<file path="src/rtl/group_arr_bbaa2baba_serializer_if.sv">
// Handshake bundle for the planar-to-piled serializer: one planar frame in, one piled beat out.
// The slave modport is the serializer's view; the master modport is the surrounding logic's view.
interface group_arr_bbaa2baba_serializer_if #(
  parameter int ArrL   = 32,
  parameter int PiledW = 32,
  parameter int IdxW   = $clog2(ArrL)
);
  logic                   in_valid;
  logic                   in_ready;
  logic [PiledW*ArrL-1:0] groupArrBBAA;
  logic                   out_valid;
  logic                   out_ready;
  logic [PiledW-1:0]      out_piled;
  logic [IdxW-1:0]        out_idx;
  logic                   out_last;

  modport slave (
    input  in_valid, groupArrBBAA, out_ready,
    output in_ready, out_valid, out_piled, out_idx, out_last
  );

  modport master (
    output in_valid, groupArrBBAA, out_ready,
    input  in_ready, out_valid, out_piled, out_idx, out_last
  );
endinterface

</file>
<file path="src/rtl/group_arr_bbaa2baba_serializer.sv">
// Planar (BBAA) group array to element-serial piled (BABA) word stream, one element index per beat.
// Active buffer is serialized while a pending buffer absorbs the next frame, so frames stream without bubbles.
module group_arr_bbaa2baba_serializer #(
  parameter int ArrL      = 32,
  parameter int Arr1EleW  = 8,
  parameter int Arr2EleW  = Arr1EleW,
  parameter int Arr3EleW  = Arr2EleW,
  parameter int Arr4EleW  = Arr3EleW,
  parameter int piledArrW = Arr1EleW + Arr2EleW + Arr3EleW + Arr4EleW,
  parameter int IdxW      = $clog2(ArrL)
) (
  input logic clk,
  input logic rst,
  group_arr_bbaa2baba_serializer_if.slave bus
);

  localparam int FrameW = piledArrW * ArrL;
  localparam int EleW [4] = '{Arr1EleW, Arr2EleW, Arr3EleW, Arr4EleW};
  localparam logic [IdxW-1:0] LastIdx = IdxW'(ArrL - 1);

  typedef enum logic [1:0] {
    EMPTY     = 2'd0,
    SEND      = 2'd1,
    SEND_PEND = 2'd2
  } state_t;

  state_t            state_q, state_n;
  logic [IdxW-1:0]   idx_q, idx_n;
  logic              last_q, last_n;
  logic [FrameW-1:0] active_buf;
  logic [FrameW-1:0] pend_buf;
  logic              load_in, load_from_pend, load_pend;
  logic              beat;
  logic [piledArrW-1:0] piled_word;

  assign bus.out_valid = (state_q != EMPTY);
  assign bus.in_ready  = (state_q != SEND_PEND);
  assign bus.out_idx   = idx_q;
  assign bus.out_last  = last_q;
  assign bus.out_piled = piled_word;
  assign beat          = bus.out_valid && bus.out_ready;

  // NOTE: every signal gets its default before the case so no path leaves one unassigned (no latches).
  always_comb begin
    state_n        = state_q;
    idx_n          = idx_q;
    load_in        = 1'b0;
    load_from_pend = 1'b0;
    load_pend      = 1'b0;
    unique case (state_q)
      EMPTY: begin
        if (bus.in_valid) begin
          load_in = 1'b1;
          state_n = SEND;
          idx_n   = '0;
        end
      end
      SEND: begin
        if (beat && last_q) begin
          // Last beat with pending empty: an offered frame loads straight into active.
          idx_n = '0;
          if (bus.in_valid) begin
            load_in = 1'b1;
          end else begin
            state_n = EMPTY;
          end
        end else begin
          if (beat) begin
            idx_n = idx_q + 1'b1;
          end
          if (bus.in_valid) begin
            load_pend = 1'b1;
            state_n   = SEND_PEND;
          end
        end
      end
      SEND_PEND: begin
        if (beat && last_q) begin
          load_from_pend = 1'b1;
          state_n        = SEND;
          idx_n          = '0;
        end else if (beat) begin
          idx_n = idx_q + 1'b1;
        end
      end
      default: begin
        state_n = EMPTY;
        idx_n   = '0;
      end
    endcase
    last_n = (state_n != EMPTY) && (idx_n == LastIdx);
  end

  // NOTE: sequential state uses non-blocking assignments so all registers update from pre-edge values.
  // NOTE: active_buf is reset because out_piled is read straight from it and must be zero after reset.
  always_ff @(posedge clk or posedge rst) begin
    if (rst) begin
      state_q    <= EMPTY;
      idx_q      <= '0;
      last_q     <= 1'b0;
      active_buf <= '0;
    end else begin
      state_q <= state_n;
      idx_q   <= idx_n;
      last_q  <= last_n;
      if (load_in) begin
        active_buf <= bus.groupArrBBAA;
      end else if (load_from_pend) begin
        active_buf <= pend_buf;
      end
    end
  end

  // Pending contents are only meaningful while the FSM says so, hence no reset on this storage.
  always_ff @(posedge clk) begin
    if (load_pend) begin
      pend_buf <= bus.groupArrBBAA;
    end
  end

  // Each present sub-array contributes one field; absent (zero-width) ones produce nothing.
  for (genvar k = 0; k < 4; k++) begin : g_field
    localparam int W     = EleW[k];
    localparam int Off   = (k > 0 ? EleW[0] : 0) + (k > 1 ? EleW[1] : 0) + (k > 2 ? EleW[2] : 0);
    localparam int Start = Off * ArrL;
    if (W > 0) begin : g_on
      logic [W-1:0] ele [ArrL];
      for (genvar i = 0; i < ArrL; i++) begin : g_ele
        assign ele[i] = active_buf[Start + i*W +: W];
      end
      assign piled_word[Off +: W] = ele[idx_q];
    end
  end

endmodule
</file>
<file path="src/flat_wrapper.sv">
// flat-port wrapper written by rule: the top's interface ports become plain ports
module group_arr_bbaa2baba_serializer_flat 
#(
  parameter int ArrL      = 32,
  parameter int Arr1EleW  = 8,
  parameter int Arr2EleW  = Arr1EleW,
  parameter int Arr3EleW  = Arr2EleW,
  parameter int Arr4EleW  = Arr3EleW,
  parameter int piledArrW = Arr1EleW + Arr2EleW + Arr3EleW + Arr4EleW,
  parameter int IdxW      = $clog2(ArrL)
)
  (clk, rst, bus_in_valid, bus_groupArrBBAA, bus_out_ready, bus_in_ready, bus_out_valid, bus_out_piled, bus_out_idx, bus_out_last);
  group_arr_bbaa2baba_serializer_if #(.ArrL(ArrL), .IdxW(IdxW)) bus_i ();
  input logic clk;
  input logic rst;
  input wire logic [$bits(bus_i.in_valid)-1:0] bus_in_valid;
  input wire logic [$bits(bus_i.groupArrBBAA)-1:0] bus_groupArrBBAA;
  input wire logic [$bits(bus_i.out_ready)-1:0] bus_out_ready;
  output wire logic [$bits(bus_i.in_ready)-1:0] bus_in_ready;
  output wire logic [$bits(bus_i.out_valid)-1:0] bus_out_valid;
  output wire logic [$bits(bus_i.out_piled)-1:0] bus_out_piled;
  output wire logic [$bits(bus_i.out_idx)-1:0] bus_out_idx;
  output wire logic [$bits(bus_i.out_last)-1:0] bus_out_last;
  assign bus_i.in_valid = bus_in_valid;
  assign bus_i.groupArrBBAA = bus_groupArrBBAA;
  assign bus_i.out_ready = bus_out_ready;
  assign bus_in_ready = bus_i.in_ready;
  assign bus_out_valid = bus_i.out_valid;
  assign bus_out_piled = bus_i.out_piled;
  assign bus_out_idx = bus_i.out_idx;
  assign bus_out_last = bus_i.out_last;
  group_arr_bbaa2baba_serializer #(.ArrL(ArrL), .Arr1EleW(Arr1EleW), .Arr2EleW(Arr2EleW), .Arr3EleW(Arr3EleW), .Arr4EleW(Arr4EleW), .piledArrW(piledArrW), .IdxW(IdxW)) u_core (.clk(clk), .rst(rst), .bus(bus_i));
endmodule
</file>
<file path="config.mk">
export PLATFORM = sky130hd
export DESIGN_NAME = group_arr_bbaa2baba_serializer_flat
export DESIGN_NICKNAME = d
export VERILOG_FILES = /design/src/rtl/group_arr_bbaa2baba_serializer_if.sv /design/src/rtl/group_arr_bbaa2baba_serializer.sv /design/src/flat_wrapper.sv
export SDC_FILE = /design/constraint.sdc
export NUM_CORES = 2
export LEC_CHECK = 0
export BUFFER_PORTS_ARGS = -buffer_cell sky130_fd_sc_hd__buf_2
export CAP_MARGIN = 20
export CORE_MARGIN = 8
export CORE_UTILIZATION = 35
export CTS_BUF_LIST = sky130_fd_sc_hd__clkbuf_8 sky130_fd_sc_hd__clkbuf_16
export DETAILED_ROUTE_END_ITERATION = 8
export HOLD_SLACK_MARGIN = 0.06
export PLACE_DENSITY = 0.61
export SLEW_MARGIN = 0
export SYNTH_ARGS = -nofsm -noshare
export SYNTH_HDL_FRONTEND = slang
export SYNTH_SLANG_ARGS = --single-unit
</file>
<file path="constraint.sdc">
create_clock -name clk -period 28.8 [get_ports clk]
set_input_delay 0 -clock clk [delete_from_list [all_inputs] [get_ports clk]]
set_output_delay 0 -clock clk [all_outputs]
set_load 0.01 [all_outputs]
</file>
==> flow_summary.yaml <==
floorplanning:
  die_h_microns: 509
  fp.dieW_microns: 509
  core_area_sq_um: 243000
  dieArea_sq_um: 259000
  ios: 1068
  start_util_pct: 35.1
  rows: 181
timing:
  rsz0062_at_grt: "no"
  setup_viol: 0
  worst_slew_pin_slew_ps: 1260
  slew_violations: 0
  fin_crit_sh_pct: 26.5
  period_needed_ps: 7640
  finClkSkew_ps: 69.3
  fmax_mhz: 131
  setup_tns_ps: 0
  relSlewSlack_pct: 16.2
  hold_viol: 0
pwr:
  leakage_nw: 48.8
  power.density_nw_per_um2: 88.4
  irDropWorstVdd_uv: 64.8
setup_path:
  crit_path_start_kind: "flip-flop"
  cpPeakStageDelay_ps: 960
  criticalPathCategory: "reg -> reg"
  slowest_stage: "buf_4"
  r2r_cells: 10
  worst-endpoint-arrival_ps: 8060
  rrSetupSlack_ps: 21160
  path_common_cell: "buf_4"
  crit_path_cell_trace: "inv_1, ha_1, nand3b_1, and3_4, buf_4, buf_4, buf_12, buf_4, buf_4, buf_4"
  crit_required_ps: 29220
  r2r_end: "u_core.pend_buf[610]$_DFFE_PP_"
  r2r-start: "u_core.state_q[1]$_DFF_PP0_"
  critical_path.max_fanout: 137
  crit_path_end_kind: "flip-flop"
placed_design:
  globalplace.congestion: 0.871
  portBuffers: 1067
  dp_cells: 11358
  dp_hpwl_microns: 208000
grt:
  use_met1_pct: 30.5
  top_usage_layer: "met2"
  grt_use_total_pct: 24.8
  grt_pass1_wl_microns: 495000
  grt_util_met3_pct: 5.21
  overflow: 0
  antenna_found_initial: 129
  grtUsageMet2_pct: 41.0
  first_global_vias: 76868
  grt_max_degree: 262
worst_hold_path:
  hp-class: "in -> reg"
  hold-path-cell-count: 2
  hold_start: "bus_groupArrBBAA[607]"
  worstHoldEndpoint: "u_core.pend_buf[607]$_DFFE_PP_"
clock_tree:
  clockBufferDepth: 3
  numCtsBuffers: 218
  cts_setup_buffers: 0
  cts_root_buf: "clkbuf_16"
  htree_levels: 4
  worstSkewPairLatency_ps: 860
  clkTransAtPathRegs_ps: 70
  cts_tree: "built"
  cts_sinks: 2056
synth:
  seq_area_frac_synth_pct: 66.5
  synth-edff-count: 1024
  yosys_warnings: 0
  synth_cells: 7558
  async_flop_share_pct: 50.2
  synth_area_leaders: "edfxtp_1 36%, dfrtp_1 30%, nand2_1 9.2%"
  yosysTopAreaCellShare_pct: 36.1
  syn-num-nets: 8591
  yosys.area.top_type: "edfxtp_1"
  synth_area_sq_um: 85100
  post-synth-top-count-cell: "nand2_1"
  synth_ff_type: "dfrtp_1"
  netlist_top_cells_count: "2090 x nand2_1, 1034 x nor2_1, 1032 x dfrtp_1, 1025 x a31oi_1, 1024 x edfxtp_1"
  avgSynthCellArea_sq_um: 11.3
  synth.distinct_cells: 37
  ys_seq_elements: 2056
drt:
  wl_per_cell_microns: 24.2
  vias_per_cell: 5.42
  num_vias: 75644
  remaining_drc_errors: 0
  drtPass1Iterations: 6
  ant_nets: 0
  drt-initial-drc-count: 8602
  wl_microns: 337000
layout:
  fin_nets: 11457
  nFillCells: 20254
  final_cells: 13947
  drive_gt1_share_pct: 15.5
  area_growth_pct: 42.6
outcome:
  status: "completed"
run:
  max-cap-violations: 0
## area by class of cell
class                      instances  area (sq um)  area share (%)
clock inverter                   158          1490            1.23
multi-input combinational       4935         26200            21.5
tap                             3202          4010            3.30
sequential                      2056         56600            46.6
inverter                           6          26.3          0.0216
clock buffer                     259          6030            4.97
timing repair buffer            3207         26800            22.1
antenna                          124           310           0.256
## cells by family (layout without fill, tap and decap cells)
logic type / after synthesis / count (layout) / synth area share, %
simple gates: 3310 / 3310 / 15.1
buf+inv: 567 / 3630 / 2.88
fa+ha+maj: 5 / 5 / 0.0735
flops: 2056 / 2056 / 66.5
compound gates: 1235 / 1235 / 9.08
mux: 385 / 385 / 6.41
other cells: 0 / 124 / 0
## layer usage
layer,wire length [microns],up-vias
met3,27800,999
met4,21400,72
met1,126000,37681
li1,-,32548
met2,161000,4344
met5,460,-
## worst max-delay path: cells and delay by family, from the launching register on
kind                       cells  cell delay (ps)
buffers and inverters          7             4830
and+or+nand+nor                2             1010
adders and majority gates      1              480
DFF                            1              440
## flip-flops by register name, indices dropped and copies added, names as in the netlist
| name | count |
|---|---|
| u_core.pend_buf | 1024 |
| u_core.bus.out_last | 1 |
| u_core.state_q | 2 |
| u_core.bus.out_idx | 5 |
| u_core.active_buf | 1024 |
## placed cells by master, fill, tap and decap left out, types with 99 or more instances in the layout
master | Yosys | final
nand2_1 | 2090 | 2090
diode_2 | 0 | 124
clkbuf_16 | 0 | 219
edfxtp_1 | 1024 | 1024
buf_2 | 211 | 1067
a31oi_1 | 1025 | 1025
dlygate4sd3_1 | 0 | 2045
dfrtp_1 | 1032 | 1030
mux4_2 | 128 | 128
a21oi_1 | 99 | 99
nor2_1 | 1034 | 1030
mux2i_1 | 257 | 257
## metrics by stage
step	hold WS, ps	worst slack, ps	cell area [sq um]	total power [mW]	util (%)
after CTS	61.1	21270	121000	10.7	49.9
final	66.0	21160	121000	10.7	50.0
after global placement	171	21450	93000	7.46	38.3
after floorplan	98.9	3140	85100	6.79	-
after detailed placement	186	21350	93000	7.54	38.3
after global routing	67.0	20880	121000	11.2	50.0
## power by group
part           switching, mW  internal, mW  total (mW)  leakage (nW)
clock network           1.25          1.67        2.92          3.91
registers              0.556          4.17        4.73          20.9
logic                   1.85          1.23        3.08          24.1
total                   3.66          7.07        10.7          48.8
## repair_timing
| action | in CTS | in global routing |
|---|---|---|
| gates resized for setup | 0 | 0 |
| hold buffers | 2045 | 0 |
| hold endpoints to repair | 2343 | 0 |
## worst max-delay path by stage
stage / cells after the start / start / end
after CTS: 10 / u_core.state_q[1]$_DFF_PP0_ / u_core.pend_buf[636]$_DFFE_PP_
after detailed placement: 10 / u_core.state_q[1]$_DFF_PP0_ / u_core.pend_buf[673]$_DFFE_PP_
after global routing: 10 / u_core.state_q[1]$_DFF_PP0_ / u_core.pend_buf[671]$_DFFE_PP_
after global placement: 10 / u_core.state_q[0]$_DFF_PP0_ / u_core.pend_buf[673]$_DFFE_PP_
final: 10 / u_core.state_q[1]$_DFF_PP0_ / u_core.pend_buf[610]$_DFFE_PP_
after floorplan: 5 / u_core.state_q[0]$_DFF_PP0_ / u_core.pend_buf[0]$_DFFE_PP_
Power figures use the tool's default switching activity.
